--- src/rtl/pov_texture_mapper_pkg.sv ---
`default_nettype none
// +--------------------------------------------------------------------------+
// | pov_pkg : shared encodings and timing defaults for the POV texture mapper |
// | Revision: 1.0                                                            |
// +--------------------------------------------------------------------------+
package pov_pkg;

  localparam int CLK_FREQ    = 100_000_000;
  localparam int DEFAULT_FPS = 24;

  localparam logic [1:0] MODE_LOOP     = 2'b00;
  localparam logic [1:0] MODE_PINGPONG = 2'b01;
  localparam logic [1:0] MODE_ONESHOT  = 2'b10;

  localparam logic [0:0] ST_PLAY = 1'b0;
  localparam logic [0:0] ST_DONE = 1'b1;

endpackage
`default_nettype wire

--- src/rtl/pov_texture_mapper_if.sv ---
`default_nettype none
// +--------------------------------------------------------------------------+
// | pov_texture_mapper_if : angle/pixel request, playback control, ROM addr  |
// | Revision: 1.0                                                            |
// +--------------------------------------------------------------------------+
interface pov_texture_mapper_if #(
  parameter int THETA_BITS     = 6,
  parameter int PX_BITS        = 6,
  parameter int ADDR_BITS      = 19,
  parameter int FRAME_IDX_BITS = 6
);

  logic [THETA_BITS-1:0]     theta;
  logic [PX_BITS-1:0]        px_num;
  logic [THETA_BITS-1:0]     theta_offset;
  logic [31:0]               cycles_per_frame;
  logic [FRAME_IDX_BITS-1:0] clip_start;
  logic [FRAME_IDX_BITS-1:0] clip_len;
  logic [1:0]                mode;
  logic                      play;
  logic                      step;
  logic                      restart;
  logic [ADDR_BITS-1:0]      rom_addr;
  logic                      addr_valid;
  logic [FRAME_IDX_BITS-1:0] frame_idx;
  logic                      frame_tick;
  logic                      done;

  modport master (
    output theta, px_num, theta_offset, cycles_per_frame, clip_start, clip_len,
           mode, play, step, restart,
    input  rom_addr, addr_valid, frame_idx, frame_tick, done
  );

  modport slave (
    input  theta, px_num, theta_offset, cycles_per_frame, clip_start, clip_len,
           mode, play, step, restart,
    output rom_addr, addr_valid, frame_idx, frame_tick, done
  );

endinterface
`default_nettype wire

--- src/rtl/pov_texture_mapper_sequencer.sv ---
`default_nettype none
// +--------------------------------------------------------------------------+
// | pov_frame_sequencer : frame timer, clip config latch, play/done FSM      |
// | Revision: 1.0                                                            |
// +--------------------------------------------------------------------------+
module pov_frame_sequencer
  import pov_pkg::*;
#(
  parameter int          NUM_FRAMES     = 24,
  parameter int          FRAME_IDX_BITS = $clog2(NUM_FRAMES) + 1,
  parameter logic [31:0] CPF_DEFAULT    = 32'(CLK_FREQ / DEFAULT_FPS)
) (
  input  logic                      clk,
  input  logic                      rst,
  input  logic                      i_play,
  input  logic                      i_step,
  input  logic                      i_restart,
  input  logic [31:0]               i_cycles_per_frame,
  input  logic [FRAME_IDX_BITS-1:0] i_clip_start,
  input  logic [FRAME_IDX_BITS-1:0] i_clip_len,
  input  logic [1:0]                i_mode,
  output logic [FRAME_IDX_BITS-1:0] o_frame_idx,
  output logic [FRAME_IDX_BITS-1:0] o_clip_start,
  output logic                      o_frame_tick,
  output logic                      o_done
);

  localparam logic [FRAME_IDX_BITS-1:0] c_NF  = FRAME_IDX_BITS'(NUM_FRAMES);
  localparam logic [FRAME_IDX_BITS-1:0] c_ONE = FRAME_IDX_BITS'(1);

  logic [31:0]               r_cpf;
  logic [FRAME_IDX_BITS-1:0] r_clip_start;
  logic [FRAME_IDX_BITS-1:0] r_clip_len;
  logic [1:0]                r_mode;
  logic [31:0]               r_timer;
  logic                      r_dir;
  logic [0:0]                r_state;
  logic [FRAME_IDX_BITS-1:0] r_frame_idx;
  logic                      r_chg;
  logic                      r_frame_tick;

  logic [31:0]               w_cpf_s;
  logic [FRAME_IDX_BITS-1:0] w_start_s;
  logic [FRAME_IDX_BITS-1:0] w_len_s;
  logic                      w_run;
  logic                      w_wrap;
  logic                      w_adv;
  logic                      w_last;
  logic                      w_hit_end;
  logic [FRAME_IDX_BITS-1:0] w_idx_nx;
  logic                      w_dir_nx;
  logic [0:0]                w_state_nx;
  logic                      w_done;

  assign w_cpf_s   = (i_cycles_per_frame == 32'd0) ? 32'd1 : i_cycles_per_frame;
  assign w_start_s = (i_clip_start >= c_NF) ? '0 : i_clip_start;
  assign w_len_s   = (i_clip_len == '0) ? c_ONE : ((i_clip_len > c_NF) ? c_NF : i_clip_len);

  assign w_run  = (r_state == ST_PLAY) && i_play;
  assign w_wrap = w_run && (r_timer == r_cpf - 32'd1);
  assign w_adv  = (r_state == ST_PLAY) && (w_wrap || (i_step && !i_play));
  assign w_last = (r_frame_idx >= r_clip_len - c_ONE);

  // r_dir: 0 = forward, 1 = backward (ping-pong only)
  always_comb begin
    w_idx_nx = r_frame_idx;
    w_dir_nx = r_dir;
    case (r_mode)
      MODE_PINGPONG: begin
        if (r_clip_len != c_ONE) begin
          if (!r_dir) begin
            if (w_last) begin
              w_idx_nx = r_frame_idx - c_ONE;
              w_dir_nx = 1'b1;
            end else begin
              w_idx_nx = r_frame_idx + c_ONE;
            end
          end else if (r_frame_idx == '0) begin
            w_idx_nx = c_ONE;
            w_dir_nx = 1'b0;
          end else begin
            w_idx_nx = r_frame_idx - c_ONE;
          end
        end
      end
      MODE_ONESHOT: begin
        if (!w_last) w_idx_nx = r_frame_idx + c_ONE;
      end
      default: begin
        w_idx_nx = w_last ? '0 : r_frame_idx + c_ONE;
      end
    endcase
  end

  assign w_hit_end = (r_mode == MODE_ONESHOT) && (w_idx_nx == r_clip_len - c_ONE);

  always_ff @(posedge clk or posedge rst) begin
    if (rst) r_state <= ST_PLAY;
    else     r_state <= w_state_nx;
  end

  always_comb begin
    w_state_nx = r_state;
    case (r_state)
      ST_PLAY: if (!i_restart && w_adv && w_hit_end) w_state_nx = ST_DONE;
      ST_DONE: if (i_restart) w_state_nx = ST_PLAY;
      default: w_state_nx = ST_PLAY;
    endcase
  end

  always_comb begin
    w_done = 1'b0;
    if (r_state == ST_DONE) w_done = 1'b1;
  end

  always_ff @(posedge clk or posedge rst) begin
    if (rst) begin
      r_cpf        <= CPF_DEFAULT;
      r_clip_start <= '0;
      r_clip_len   <= c_NF;
      r_mode       <= MODE_LOOP;
      r_timer      <= 32'd0;
      r_dir        <= 1'b0;
      r_frame_idx  <= '0;
      r_chg        <= 1'b0;
      r_frame_tick <= 1'b0;
    end else begin
      // the tick trails the index change by one cycle
      r_frame_tick <= r_chg;
      if (i_restart) begin
        r_cpf        <= w_cpf_s;
        r_clip_start <= w_start_s;
        r_clip_len   <= w_len_s;
        r_mode       <= i_mode;
        r_timer      <= 32'd0;
        r_dir        <= 1'b0;
        r_frame_idx  <= '0;
        r_chg        <= 1'b0;
      end else begin
        if (w_run) r_timer <= w_wrap ? 32'd0 : r_timer + 32'd1;
        r_chg <= w_adv && (w_idx_nx != r_frame_idx);
        if (w_adv) begin
          r_frame_idx <= w_idx_nx;
          r_dir       <= w_dir_nx;
        end
      end
    end
  end

  assign o_frame_idx  = r_frame_idx;
  assign o_clip_start = r_clip_start;
  assign o_frame_tick = r_frame_tick;
  assign o_done       = w_done;

endmodule
`default_nettype wire

--- src/rtl/pov_texture_mapper.sv ---
`default_nettype none
// +--------------------------------------------------------------------------+
// | pov_texture_mapper : (theta, px, frame) -> texture ROM address, 2 stages |
// | Revision: 1.0                                                            |
// +--------------------------------------------------------------------------+
module pov_texture_mapper
  import pov_pkg::*;
#(
  parameter int LED_COUNT      = 52,
  parameter int TEX_WIDTH      = 256,
  parameter int NUM_FRAMES     = 24,
  parameter int THETA_BITS     = 6,
  parameter int PX_BITS        = 6,
  parameter int ADDR_BITS      = $clog2(TEX_WIDTH * LED_COUNT * NUM_FRAMES),
  parameter int FRAME_IDX_BITS = $clog2(NUM_FRAMES) + 1
) (
  input  logic                 clk,
  input  logic                 reset,
  pov_texture_mapper_if.slave  bus
);

  localparam int c_COL_BITS  = (TEX_WIDTH > 1) ? $clog2(TEX_WIDTH) : 1;
  localparam int c_PROD_BITS = THETA_BITS + c_COL_BITS + 1;
  localparam logic [FRAME_IDX_BITS:0] c_NF      = (FRAME_IDX_BITS + 1)'(NUM_FRAMES);
  localparam logic [PX_BITS:0]        c_LED_LIM = (PX_BITS + 1)'(LED_COUNT);

  logic [FRAME_IDX_BITS-1:0] w_frame_idx;
  logic [FRAME_IDX_BITS-1:0] w_clip_start;
  logic                      w_frame_tick;
  logic                      w_done;

  logic [THETA_BITS-1:0]     w_ts;
  logic [c_PROD_BITS-1:0]    w_prod;
  logic [c_COL_BITS-1:0]     w_col;
  logic [FRAME_IDX_BITS:0]   w_af_sum;
  logic [FRAME_IDX_BITS:0]   w_af;
  logic                      w_px_ok;
  logic [ADDR_BITS-1:0]      w_addr;

  logic [c_COL_BITS-1:0]     r_s1_col;
  logic [FRAME_IDX_BITS-1:0] r_s1_af;
  logic [PX_BITS-1:0]        r_s1_px;
  logic                      r_s1_ok;
  logic [ADDR_BITS-1:0]      r_rom_addr;
  logic                      r_addr_valid;

  pov_frame_sequencer #(
    .NUM_FRAMES     (NUM_FRAMES),
    .FRAME_IDX_BITS (FRAME_IDX_BITS),
    .CPF_DEFAULT    (32'(CLK_FREQ / DEFAULT_FPS))
  ) u_seq (
    .clk                (clk),
    .rst                (reset),
    .i_play             (bus.play),
    .i_step             (bus.step),
    .i_restart          (bus.restart),
    .i_cycles_per_frame (bus.cycles_per_frame),
    .i_clip_start       (bus.clip_start),
    .i_clip_len         (bus.clip_len),
    .i_mode             (bus.mode),
    .o_frame_idx        (w_frame_idx),
    .o_clip_start       (w_clip_start),
    .o_frame_tick       (w_frame_tick),
    .o_done             (w_done)
  );

  // angle wraps naturally at THETA_BITS; col scales one revolution onto TEX_WIDTH
  assign w_ts     = bus.theta + bus.theta_offset;
  assign w_prod   = c_PROD_BITS'(w_ts) * c_PROD_BITS'(TEX_WIDTH);
  assign w_col    = c_COL_BITS'(w_prod >> THETA_BITS);
  assign w_af_sum = {1'b0, w_clip_start} + {1'b0, w_frame_idx};
  assign w_af     = (w_af_sum >= c_NF) ? w_af_sum - c_NF : w_af_sum;
  assign w_px_ok  = ({1'b0, bus.px_num} < c_LED_LIM);

  assign w_addr = ADDR_BITS'(r_s1_af) * ADDR_BITS'(LED_COUNT * TEX_WIDTH)
                + ADDR_BITS'(r_s1_px) * ADDR_BITS'(TEX_WIDTH)
                + ADDR_BITS'(r_s1_col);

  always_ff @(posedge clk or posedge reset) begin
    if (reset) begin
      r_s1_col     <= '0;
      r_s1_af      <= '0;
      r_s1_px      <= '0;
      r_s1_ok      <= 1'b0;
      r_rom_addr   <= '0;
      r_addr_valid <= 1'b0;
    end else begin
      r_s1_col     <= w_col;
      r_s1_af      <= FRAME_IDX_BITS'(w_af);
      r_s1_px      <= bus.px_num;
      r_s1_ok      <= w_px_ok;
      r_addr_valid <= r_s1_ok;
      if (r_s1_ok) r_rom_addr <= w_addr;
    end
  end

  assign bus.rom_addr   = r_rom_addr;
  assign bus.addr_valid = r_addr_valid;
  assign bus.frame_idx  = w_frame_idx;
  assign bus.frame_tick = w_frame_tick;
  assign bus.done       = w_done;

endmodule
`default_nettype wire

--- src/flat_wrapper.sv ---
// flat-port wrapper written by rule: the top's interface ports become plain ports
module pov_texture_mapper_flat import pov_pkg::*;
#(
  parameter int LED_COUNT      = 52,
  parameter int TEX_WIDTH      = 256,
  parameter int NUM_FRAMES     = 24,
  parameter int THETA_BITS     = 6,
  parameter int PX_BITS        = 6,
  parameter int ADDR_BITS      = $clog2(TEX_WIDTH * LED_COUNT * NUM_FRAMES),
  parameter int FRAME_IDX_BITS = $clog2(NUM_FRAMES) + 1
)
  (clk, reset, bus_theta, bus_px_num, bus_theta_offset, bus_cycles_per_frame, bus_clip_start, bus_clip_len, bus_mode, bus_play, bus_step, bus_restart, bus_rom_addr, bus_addr_valid, bus_frame_idx, bus_frame_tick, bus_done);
  pov_texture_mapper_if #(.THETA_BITS(THETA_BITS), .PX_BITS(PX_BITS), .ADDR_BITS(ADDR_BITS), .FRAME_IDX_BITS(FRAME_IDX_BITS)) bus_i ();
  input  logic clk;
  input  logic reset;
  input wire logic [$bits(bus_i.theta)-1:0] bus_theta;
  input wire logic [$bits(bus_i.px_num)-1:0] bus_px_num;
  input wire logic [$bits(bus_i.theta_offset)-1:0] bus_theta_offset;
  input wire logic [$bits(bus_i.cycles_per_frame)-1:0] bus_cycles_per_frame;
  input wire logic [$bits(bus_i.clip_start)-1:0] bus_clip_start;
  input wire logic [$bits(bus_i.clip_len)-1:0] bus_clip_len;
  input wire logic [$bits(bus_i.mode)-1:0] bus_mode;
  input wire logic [$bits(bus_i.play)-1:0] bus_play;
  input wire logic [$bits(bus_i.step)-1:0] bus_step;
  input wire logic [$bits(bus_i.restart)-1:0] bus_restart;
  output wire logic [$bits(bus_i.rom_addr)-1:0] bus_rom_addr;
  output wire logic [$bits(bus_i.addr_valid)-1:0] bus_addr_valid;
  output wire logic [$bits(bus_i.frame_idx)-1:0] bus_frame_idx;
  output wire logic [$bits(bus_i.frame_tick)-1:0] bus_frame_tick;
  output wire logic [$bits(bus_i.done)-1:0] bus_done;
  assign bus_i.theta = bus_theta;
  assign bus_i.px_num = bus_px_num;
  assign bus_i.theta_offset = bus_theta_offset;
  assign bus_i.cycles_per_frame = bus_cycles_per_frame;
  assign bus_i.clip_start = bus_clip_start;
  assign bus_i.clip_len = bus_clip_len;
  assign bus_i.mode = bus_mode;
  assign bus_i.play = bus_play;
  assign bus_i.step = bus_step;
  assign bus_i.restart = bus_restart;
  assign bus_rom_addr = bus_i.rom_addr;
  assign bus_addr_valid = bus_i.addr_valid;
  assign bus_frame_idx = bus_i.frame_idx;
  assign bus_frame_tick = bus_i.frame_tick;
  assign bus_done = bus_i.done;
  pov_texture_mapper #(.LED_COUNT(LED_COUNT), .TEX_WIDTH(TEX_WIDTH), .NUM_FRAMES(NUM_FRAMES), .THETA_BITS(THETA_BITS), .PX_BITS(PX_BITS), .ADDR_BITS(ADDR_BITS), .FRAME_IDX_BITS(FRAME_IDX_BITS)) u_core (.clk(clk), .reset(reset), .bus(bus_i));
endmodule
--- config.mk ---
export PLATFORM = sky130hd
export DESIGN_NAME = pov_texture_mapper_flat
export DESIGN_NICKNAME = d
export VERILOG_FILES = /design/src/rtl/pov_texture_mapper_pkg.sv /design/src/rtl/pov_texture_mapper_if.sv /design/src/rtl/pov_texture_mapper_sequencer.sv /design/src/rtl/pov_texture_mapper.sv /design/src/flat_wrapper.sv
export SDC_FILE = /design/constraint.sdc
export NUM_CORES = 1
export LEC_CHECK = 0
export BUFFER_PORTS_ARGS = -buffer_cell sky130_fd_sc_hd__clkbuf_2
export CAP_MARGIN = 20
export CORE_MARGIN = 5
export CORE_UTILIZATION = 61
export CTS_BUF_LIST = sky130_fd_sc_hd__clkbuf_4
export DETAILED_ROUTE_END_ITERATION = 8
export GPL_ROUTABILITY_DRIVEN = 1
export HOLD_SLACK_MARGIN = 0.02
export PLACE_DENSITY = 0.92
export SKIP_LAST_GASP = 1
export SYNTH_ARGS = -nofsm -noshare
export SYNTH_HDL_FRONTEND = slang
export SYNTH_SLANG_ARGS = --single-unit
--- constraint.sdc ---
create_clock -name clk -period 5.19 [get_ports clk]
set_input_delay 0.519 -clock clk [delete_from_list [all_inputs] [get_ports clk]]
set_output_delay 0.519 -clock clk [all_outputs]
set_load 0.01 [all_outputs]
==> out/summary.txt, run 1 <==
Post-Synth Adder-Cell Area: 0.0831
DRT antenna net count: 0
Setup WS post-layout: 0.809 ns
CTS clk-pin slew, worst paths: 0.13 ns
PostCTS Resize Cnt: 0
hold path depth: 1
most instantiated cells after synthesis: 112 x dfrtp_1, 59 x a21oi_1, 56 x nand2_1
Final Critical Period: 4.38 ns
# fillers: 1038
vias in the first global route: 6862
final setup fails: 0
post-synthesis register bit count: 125
CP startpoint kind: register
Die H: 127 um
synth top area cells: dfrtp_1 33%, ha_1 6.9%, mux2_2 6.3%
RSZ-0062 raised after global routing: false
nets: 1093
Post-Syn Instances: 887
CTS buffer count: 17
P_leak: 0.00409 uW
Worst EP required: 5.70 ns
Final period util: 0.844
Slew @ Worst Pin: 0.892 ns
Final Max Slew Viols: 0
Max Freq: 228 MHz
Tot GR Track Use: 0.250
Synth Cell Area: 0.00837 mm2
Root Buffer Master: clkbuf_4
DP Worst Slack: 0.884 ns
gpl congestion: 0.991
CTS tree: done
Post-synth EDFFs: 0
PortBufs: 94
Slew headroom: 0.405
Row Count: 42
status: completed
Seq/Total Area, Yosys: 0.376
post-synthesis compound-gate area fraction: 0.151
setup TNS: 0 ns
core region area: 0.0133 mm2
Layout Skew: 0.0258 ns
# DRC: 0
vias: 7151
initial antenna violation count: 1
most frequent cell after synthesis: dfrtp_1
initial DRC count: 675
Initial Utilization: 0.627
pwr dens: 277 mW/mm2
Worst R2R Path Depth: 17
Area growth, synth to finish: 10.3%
DP Wirelength: 14.8 mm
final instance area: 0.00924 mm2
CTS Sinks: 125
Total Die Area: 0.0162 mm2
Top FF cell, synth: dfrtp_1
synth unique cells: 75
Yosys top cell area share: 0.335
largest family of logic cells by synthesized area: simple AND/OR/NAND/NOR gates
Post-synth ARST share: 1.00
crit path max fanout: 9
Finished Core Util: 0.692
first-pass GRT wire length: 32.8 mm
DR WL/cell: 17.3 um
Overflow after GRT: 0
average size of a mapped cell: 9.44 um2
maximum clock path buffer count: 2
drt pass-1 iters: 5
CP Data Arrival Time: 4.89 ns
drt total wl: 20.1 mm
post-synth top area cell: dfrtp_1
Hold Violations, Final: 0
# IOs: 97
pin count of the biggest net entering global routing: 86
depth of the CTS H-tree: 4
Crit. End Element: register
chip width: 127 um
Synth Area in Simple Gates: 0.188
Max Cap Violations: 0
Hold Crit Class: in -> reg
Syn. warnings: 0
Max VDD drop: 241 uV
layout cell share with drive strength beyond 1: 0.213
Worst-Skew Late Latency: 0.57 ns
placed instance area: 0.00890 mm2
Post-Synth XOR/XNOR Area: 0.0764
WS Path Type: reg -> reg
mux cell area share after synthesis: 0.0771
drt via density: 6.15
[timing repair]
item	CTS	global route
setup buffers	0	0
hold buffers	1	3
endpoints found under the hold margin	1	20
setup endpoints to repair	0	0
[per-layer routing]
layer / up-vias / wire, um / GRT usage
met4: 0 / 549 / 0.0991
met1: 3398 / 8630 / 0.330
met5: - / 0 / 0
li1: 3383 / - / -
met3: 56 / 1430 / 0.0547
met2: 314 / 9450 / 0.404
[registers in the layout, summed over array words and instances, names as in the netlist, 2 cells and up]
name                       count
u_core.bus.rom_addr           17
u_core.r_s1_col                6
u_core.u_seq.r_clip_len        6
u_core.r_s1_px                 6
u_core.u_seq.o_frame_idx       6
u_core.u_seq.o_clip_start      6
u_core.u_seq.r_mode            2
u_core.u_seq.r_cpf            32
u_core.u_seq.r_timer          32
u_core.r_s1_af                 6
[layout make-up]
class,count,area (um2),share of cell area
Antenna cell,1,2.50,0.000271
Clock inverter,15,133,0.0144
Tap cell,176,220,0.0238
Inverter,53,201,0.0218
Clock buffer,17,128,0.0138
Sequential cell,125,3140,0.340
Timing Repair Buffer,105,583,0.0631
Multi-Input combinational cell,670,4820,0.522
[where the power goes]
group	internal (uW)	switching, uW	total [uW]
clock	242	402	644
combinational	331	395	726
sequential	1080	107	1190
[path summary, 6_finish.rpt]
| kind | slack, ns | from | endpoint |
|---|---|---|---|
| max in group asynchronous | 3.59 | reset | u_core.u_seq.r_cpf[20] |
| max | 0.81 | u_core.u_seq.r_clip_len[3] | u_core.u_seq.r_state |
| min in group asynchronous | 0.41 | reset | u_core.bus.rom_addr[9] |
| max reg2reg | 0.81 | u_core.u_seq.r_clip_len[3] | u_core.u_seq.r_state |
| min reg2reg | 0.39 | u_core.u_seq.r_chg | u_core.u_seq.o_frame_tick |
| min | 0.07 | bus_px_num[2] | u_core.r_s1_px[2] |
[metrics by stage]
step                      std cells  hold slack (ns)  power [uW]
after floorplan                 888            0.331        1710
after global placement         1123            0.356        1880
after detailed placement       1123            0.361        1920
after CTS                      1156           0.0250        2560
after global routing           1162           0.0153        2720
final                          1162           0.0687        2560
[cell families (layout without fill, tap and decap cells)]
group                      count (synthesis)  in the layout
adders and majority gates                 52             52
xor gates and xnor gates                  73             73
muxes                                     58             58
other                                      1              3
and+or+nand+nor                          289            289
AOI/OAI and AO/OA                        196            196
buffers and inverters                     93            190
DFF                                      125            125
[critical path, stage by stage, from the launching register on]
cell	delay, ns
dfstp_2	0.40
or3_1	0.43
nor3_1	0.22
xnor2_1	0.16
ha_1	0.32
nand2_1	0.06
o21ai_0	0.29
a21o_1	0.33
inv_1	0.18
ha_1	0.31
nor3_1	0.04
a21oi_1	0.13
o21ai_0	0.21
xnor2_1	0.18
a2111oi_0	0.39
o311ai_0	0.21
nor4_1	0.31
o21a_1	0.15
[placed cells by master, fill, tap and decap left out, types with 37 or more instances in the layout]
master      n
xnor2_1    50
a21oi_1    59
o21ai_0    43
nand3_1    37
nor2_1     53
mux2_2     47
inv_1      51
clkbuf_2   94
nand2_1    56
ha_1       46
dfrtp_1   112
No activity file was read; power rests on OpenSTA's default activity.
==> run 2, diff against run 1 <==
==> constraint.sdc (replaced) <==
create_clock -name clk -period 4.6 [get_ports clk]
set_input_delay 0.46 -clock clk [delete_from_list [all_inputs] [get_ports clk]]
set_output_delay 0.46 -clock clk [all_outputs]
set_load 0.01 [all_outputs]
==> run 2 against run 1 <==
  * First-iteration DRC count rose by 14%
  * Count of clock-buffer cells in the layout rose by 4
  * Power rose by 13%
  * Hold slack improved by 0.015 ns
  * Critical path type unchanged
  * Critical endpoint unchanged
  * Largest cell class unchanged
==> out/summary.txt, run 2 (synthesis gave the netlist of run 1 again) <==
status: completed (unchanged)
Worst path max stage delay: 0.43 ns (about the same)
chip width: 127 um (unchanged)
Worst R2R Path Depth: 17 (unchanged)
vias in the first global route: 7221 (was 6862)
Max Freq: 237 MHz (was 228 MHz)
overall power: 2900 uW (was 2560 uW)
combinational power share: 0.288 (was 0.284)
nets: 1097 (was 1093)
initial DRC count: 768 (was 675)
first-pass GRT wire length: 34.9 mm (was 32.8 mm)
core region area: 0.0133 mm2 (unchanged)
Clk pwr share: 0.250 (was 0.252)
RSZ-0062 raised after global routing: false (unchanged)
DRT antenna net count: 0 (unchanged)
final setup fails: 0 (unchanged)
Worst-Skew Late Latency: 0.57 ns (about the same)
reg-to-reg critical path endpoint: u_core.u_seq.r_state (unchanged)
drt total wl: 20.7 mm (was 20.1 mm)
most frequent cells in the layout: 112 x dfrtp_1, 94 x clkbuf_2, 59 x a21oi_1 (unchanged)
CTS clk-pin slew, worst paths: 0.12 ns (was 0.13 ns)
Initial Utilization: 0.627 (unchanged)
Worst EP required: 5.10 ns (was 5.70 ns)
drt pass-1 iters: 6 (was 5)
# IOs: 97 (unchanged)
Total Die Area: 0.0162 mm2 (unchanged)
setup TNS: 0 ns (unchanged)
Setup WS post-layout: 0.384 ns (was 0.809 ns)
gpl congestion: 0.980 (was 0.991)
pin count of the biggest net entering global routing: 74 (was 86)
Die H: 127 um (unchanged)
Tot GR Track Use: 0.265 (was 0.250)
Final period util: 0.916 (was 0.844)
R2R Setup Slk: 0.38 ns (was 0.81 ns)
CP cell instances: or3_1 -> nor3_1 -> xnor2_1 -> ha_1 -> nand2_1 -> o21ai_1 -> a21o_1 -> inv_1 -> ha_1 -> nor3_1 -> a21oi_1 -> o21ai_0 -> xnor2_1 -> a2111oi_0 -> o311ai_0 -> nor4_1 -> o21a_1 (was or3_1 -> nor3_1 -> xnor2_1 -> ha_1 -> nand2_1 -> o21ai_0 -> a21o_1 -> inv_1 -> ha_1 -> nor3_1 -> a21oi_1 -> o21ai_0 -> xnor2_1 -> a2111oi_0 -> o311ai_0 -> nor4_1 -> o21a_1)
Max Cap Violations: 0 (unchanged)
Final Max Slew Viols: 0 (unchanged)
register area: 0.00314 mm2 (unchanged)
Slew @ Worst Pin: 1.09 ns (was 0.892 ns)
Max VDD drop: 171 uV (was 241 uV)
most common cell after layout, fill and taps aside: dfrtp_1 (unchanged)
Multi-input gate area: 0.00482 mm2 (unchanged)
Slew headroom: 0.274 (was 0.405)
depth of the CTS H-tree: 4 (unchanged)
net switching power: 1010 uW (was 904 uW)
DR WL/cell: 17.8 um (was 17.3 um)
Area growth, synth to finish: 10.4% (was 10.3%)
CTS buffer count: 17 (unchanged)
Worst Setup SP: u_core.u_seq.r_clip_len[3] (unchanged)
# DRC: 0 (unchanged)
Reg power frac: 0.462 (was 0.464)
Layout Skew: 0.0272 ns (was 0.0258 ns)
slowest CP cell: or3_1 (unchanged)
# fillers: 1022 (was 1038)
Row Count: 42 (unchanged)
CTS tree: done (unchanged)
Root Buffer Master: clkbuf_4 (unchanged)
vias: 7273 (was 7151)
layout cell share with drive strength beyond 1: 0.213 (about the same)
Worst R2R Start: u_core.u_seq.r_clip_len[3] (unchanged)
Sw Share: 0.349 (was 0.354)
Hold Violations, Final: 0 (unchanged)
P_leak: 0.00410 uW (was 0.00409 uW)
PortBufs: 94 (unchanged)
Overflow after GRT: 0 (unchanged)
maximum clock path buffer count: 2 (unchanged)
Crit. End Element: register (unchanged)
CP Data Arrival Time: 4.71 ns (was 4.89 ns)
DP Worst Slack: 0.420 ns (was 0.884 ns)
Hold Crit Class: in -> async (was in -> reg)
CP startpoint kind: register (unchanged)
post-CTS setup buffers: 0 (unchanged)
initial antenna violation count: 1 (unchanged)
DP Wirelength: 15.3 mm (was 14.8 mm)
drt via density: 6.24 (was 6.15)
Cell Int Power: 1880 uW (was 1650 uW)
Final Critical Period: 4.22 ns (was 4.38 ns)
WS Path Type: reg -> reg (unchanged)
CTS Sinks: 125 (unchanged)
pwr dens: 313 mW/mm2 (was 277 mW/mm2)
crit path max fanout: 9 (unchanged)
run 2: layer usage:
layer / vias up / wire length (um) / share of wire / track usage
met5: - / 0 / 0 / 0
met4: 0 / 427 / 0.021 / 0.0972
met3: 47 / 1550 / 0.075 / 0.0484
met2: 320 / 9840 / 0.47 / 0.433
met1: 3512 / 8920 / 0.43 / 0.354
li1: 3394 / - / - / -
run 2: cell type report:
type	instances	share of cell area
clock inverters	11	0.0104
inverters	53	0.0218
well taps	176	0.0238
diodes	1	0.000271
multi-input cells	670	0.522
flip-flops and latches	125	0.340
repair buffers	109	0.0647
clock buffers	21	0.0171
run 2: how the worst max path moves through the flow:
| stage | slack [ns] | to | cells past startpoint |
|---|---|---|---|
| after detailed placement | 0.42 | u_core.u_seq.r_state | 17 |
| after CTS | 0.39 | u_core.u_seq.r_state | 17 |
| after global placement | 0.56 | u_core.u_seq.r_state | 17 |
| after global routing | 0.04 | u_core.u_seq.r_state | 17 |
| final | 0.38 | u_core.u_seq.r_state | 17 |
| after floorplan | 0.77 | u_core.u_seq.r_state | 18 |
run 2: power by group through the flow:
stage                     Sequential (uW)  Combinational (uW)  Clock [uW]
after floorplan                      1340                 583           0
after global placement               1350                 777           0
after detailed placement             1360                 815           0
after CTS                            1330                 829         740
after global routing                 1360                 923         793
final                                1340                 833         724
run 2: timing repair:
action                                  4_1_cts  5_1_grt
hold buffers                                  6        0
resized for setup                             0        1
endpoints found under the setup margin        0        1
endpoints found under the hold margin         6        0
run 2: worst max-delay path, delay by kind of cell (launching register included):
| kind | cells | cell delay [ns] |
|---|---|---|
| AOI/OAI and AO/OA | 7 | 1.56 |
| and+or+nand+nor | 5 | 1.04 |
| adders and majority gates | 2 | 0.64 |
| DFF | 1 | 0.40 |
| xor gates and xnor gates | 2 | 0.35 |
| buffers and inverters | 1 | 0.18 |
run 2: stage by stage:
step                      hold WS (ns)  instance area [um2]  cells   util
after CTS                       0.0611                 9240   1165  0.692
after floorplan                  0.331                 8370    888      -
after global routing            0.0733                 9240   1166  0.693
after global placement           0.361                 8930   1127  0.669
final                           0.0841                 9240   1166  0.693
after detailed placement         0.374                 8930   1127  0.669
==> run 3, diff against run 2 <==
==> constraint.sdc (replaced) <==
create_clock -name clk -period 4.2 [get_ports clk]
set_input_delay 0.42 -clock clk [delete_from_list [all_inputs] [get_ports clk]]
set_output_delay 0.42 -clock clk [all_outputs]
set_load 0.01 [all_outputs]
==> run 3 against run 2 <==
  * Count of clock-buffer cells in the layout is 1 lower
  * Sequential share of layout area is 0.33 points lower
  * Core utilization is 0.68 points higher
  * Die area stayed put
  * Hold slack worse by 0.057 ns
  * Register-to-register slack worse by 0.06 ns
  * Critical path depth stayed put
  * Critical path type unchanged
  * Sequential cell count stayed put
  * Cell area is 0.99% higher
  * First-iteration DRC count is 0.91% lower
  * Cell count is 0.43% higher
  * Maximum frequency is 8.9% higher
==> out/summary.txt, run 3 (synthesis gave the netlist of run 1 again) <==
CTS buffer count: 17 (unchanged)
CTS Sinks: 125 (unchanged)
Slew headroom: 0.364 (was 0.274)
Area growth, synth to finish: 11.5% (was 10.4%)
DRT met1 WL: 8.78 mm (was 8.92 mm)
setup TNS: 0 ns (unchanged)
top sig layer: met4 (unchanged)
CTS clk-pin slew, worst paths: 0.12 ns (about the same)
# DRC: 0 (unchanged)
Die H: 127 um (unchanged)
CP Data Arrival Time: 4.37 ns (was 4.71 ns)
Initial Utilization: 0.627 (unchanged)
CP startpoint kind: register (unchanged)
Final Max Slew Viols: 0 (unchanged)
CTS tree: done (unchanged)
Final Critical Period: 3.87 ns (was 4.22 ns)
first-pass GRT wire length: 33.7 mm (was 34.9 mm)
Layout Skew: 0.0272 ns (about the same)
Hold Violations, Final: 0 (unchanged)
nets: 1103 (was 1097)
reg-to-reg critical path endpoint: u_core.u_seq.r_state (unchanged)
depth of the CTS H-tree: 4 (unchanged)
maximum clock path buffer count: 2 (unchanged)
met2 routed WL: 9.55 mm (was 9.84 mm)
RSZ-0062 raised after global routing: false (unchanged)
chip width: 127 um (unchanged)
DP Wirelength: 15.4 mm (was 15.3 mm)
vias in the first global route: 7008 (was 7221)
Finished Core Util: 0.699 (was 0.693)
core region area: 0.0133 mm2 (unchanged)
gpl congestion: 0.981 (was 0.980)
PortBufs: 94 (unchanged)
WS Path Type: reg -> reg (unchanged)
DRT antenna net count: 0 (unchanged)
final setup fails: 0 (unchanged)
# IOs: 97 (unchanged)
Worst-Skew Late Latency: 0.56 ns (was 0.57 ns)
initial DRC count: 761 (was 768)
pin count of the biggest net entering global routing: 72 (was 74)
Max Freq: 258 MHz (was 237 MHz)
drt pass-1 iters: 6 (unchanged)
Total Die Area: 0.0162 mm2 (unchanged)
most common cell after layout, fill and taps aside: dfrtp_1 (unchanged)
status: completed (unchanged)
DR WL/cell: 17.4 um (was 17.8 um)
Overflow after GRT: 0 (unchanged)
vias: 7175 (was 7273)
met3 routed WL: 1.59 mm (was 1.55 mm)
# fillers: 998 (was 1022)
drt total wl: 20.4 mm (was 20.7 mm)
most frequent cells in the layout: 112 x dfrtp_1, 94 x clkbuf_2, 59 x a21oi_1 (unchanged)
R2R Setup Slk: 0.33 ns (was 0.38 ns)
Worst EP required: 4.70 ns (was 5.10 ns)
Worst R2R Path Depth: 17 (unchanged)
Final period util: 0.922 (was 0.916)
Hold Crit Class: in -> async (unchanged)
crit path max fanout: 6 (was 9)
Max Cap Violations: 0 (unchanged)
Tot GR Track Use: 0.257 (was 0.265)
Crit. End Element: register (unchanged)
Max VDD drop: 254 uV (was 171 uV)
P_leak: 0.00417 uW (was 0.00410 uW)
layout cell share with drive strength beyond 1: 0.220 (was 0.213)
pwr dens: 350 mW/mm2 (was 313 mW/mm2)
Root Buffer Master: clkbuf_4 (unchanged)
Worst Setup SP: u_core.u_seq.r_clip_len[3] (unchanged)
initial antenna violation count: 1 (unchanged)
Slew @ Worst Pin: 0.953 ns (was 1.09 ns)
Row Count: 42 (unchanged)
drt via density: 6.13 (was 6.24)
Worst R2R Start: u_core.u_seq.r_clip_len[3] (unchanged)
[run 3: cell types whose count changed in the layout (fill, tap and decap cells not counted)]
cell | previous run | this run
o21ai_1 | 1 | 0
clkbuf_4 | 21 | 20
o21ai_2 | 0 | 1
clkinv_1 | 2 | 0
a2111oi_0 | 5 | 4
buf_4 | 9 | 15
bufinv_16 | 1 | 3
clkinvlp_4 | 3 | 0
a2111oi_1 | 0 | 1
clkinv_2 | 2 | 4
clkinv_4 | 2 | 3
[run 3: worst max path at each step]
| stage | to | slack [ns] | depth (start not counted) |
|---|---|---|---|
| 2_1_floorplan | u_core.u_seq.r_state | 0.37 | 18 |
| 3_3_place_gp | u_core.u_seq.r_state | 0.38 | 17 |
| 3_5_place_dp | u_core.u_seq.r_state | 0.28 | 17 |
| 4_1_cts | u_core.u_seq.r_state | 0.28 | 17 |
| 5_1_grt | u_core.u_seq.r_state | 0.04 | 17 |
| 6_report | u_core.u_seq.r_state | 0.33 | 17 |
[run 3: what timing repair did]
item,in CTS,in global routing
buffers inserted,0,0
gates resized for setup,0,3
setup endpoints to repair,0,1
hold buffers,6,0
hold endpoints to repair,7,0
[run 3: metal layers]
layer,GRT usage,up-vias
met2,0.413,322
met5,0,-
met4,0.0978,0
met1,0.343,3404
li1,-,3400
met3,0.0584,49
[run 3: critical path: stages (launching register included)]
cell and delay, ns:
dfstp_2 0.40, or3_1 0.43, nor3_1 0.19, xnor2_1 0.16, ha_1 0.32, nand2_1 0.07, o21ai_0 0.29, a21o_1 0.15
inv_1 0.11, ha_1 0.29, nor3_1 0.04, a21oi_1 0.17, o21ai_2 0.11, xnor2_1 0.13, a2111oi_1 0.37, o311ai_0 0.21
nor4_1 0.25, o21a_1 0.14
[run 3: area by class of cell]
class | instances | area [um2] | area share
multi-input combinational | 670 | 4830 | 0.517
sequential | 125 | 3140 | 0.337
timing repair buffer | 115 | 643 | 0.0689
tap | 176 | 220 | 0.0236
inverter | 53 | 201 | 0.0216
clock buffer | 20 | 150 | 0.0161
clock inverter | 11 | 145 | 0.0155
antenna | 1 | 2.50 | 0.000268
[run 3: through the flow]
step	cell area, um2	total power [uW]	setup slack [ns]	hold WS, ns	cells
2_1_floorplan	8370	2110	0.368	0.331	888
3_5_place_dp	8960	2380	0.283	0.357	1132
4_1_cts	9320	3270	0.282	0.0238	1169
5_1_grt	9340	3460	0.0447	0.0448	1171
6_report	9340	3260	0.328	0.0267	1171
3_3_place_gp	8960	2330	0.379	0.357	1132
[run 3: report_power, final]
part / internal [uW] / total, uW / switching, uW
registers: 1340 / 1460 / 125
clock network: 429 / 884 / 455
logic: 419 / 918 / 499
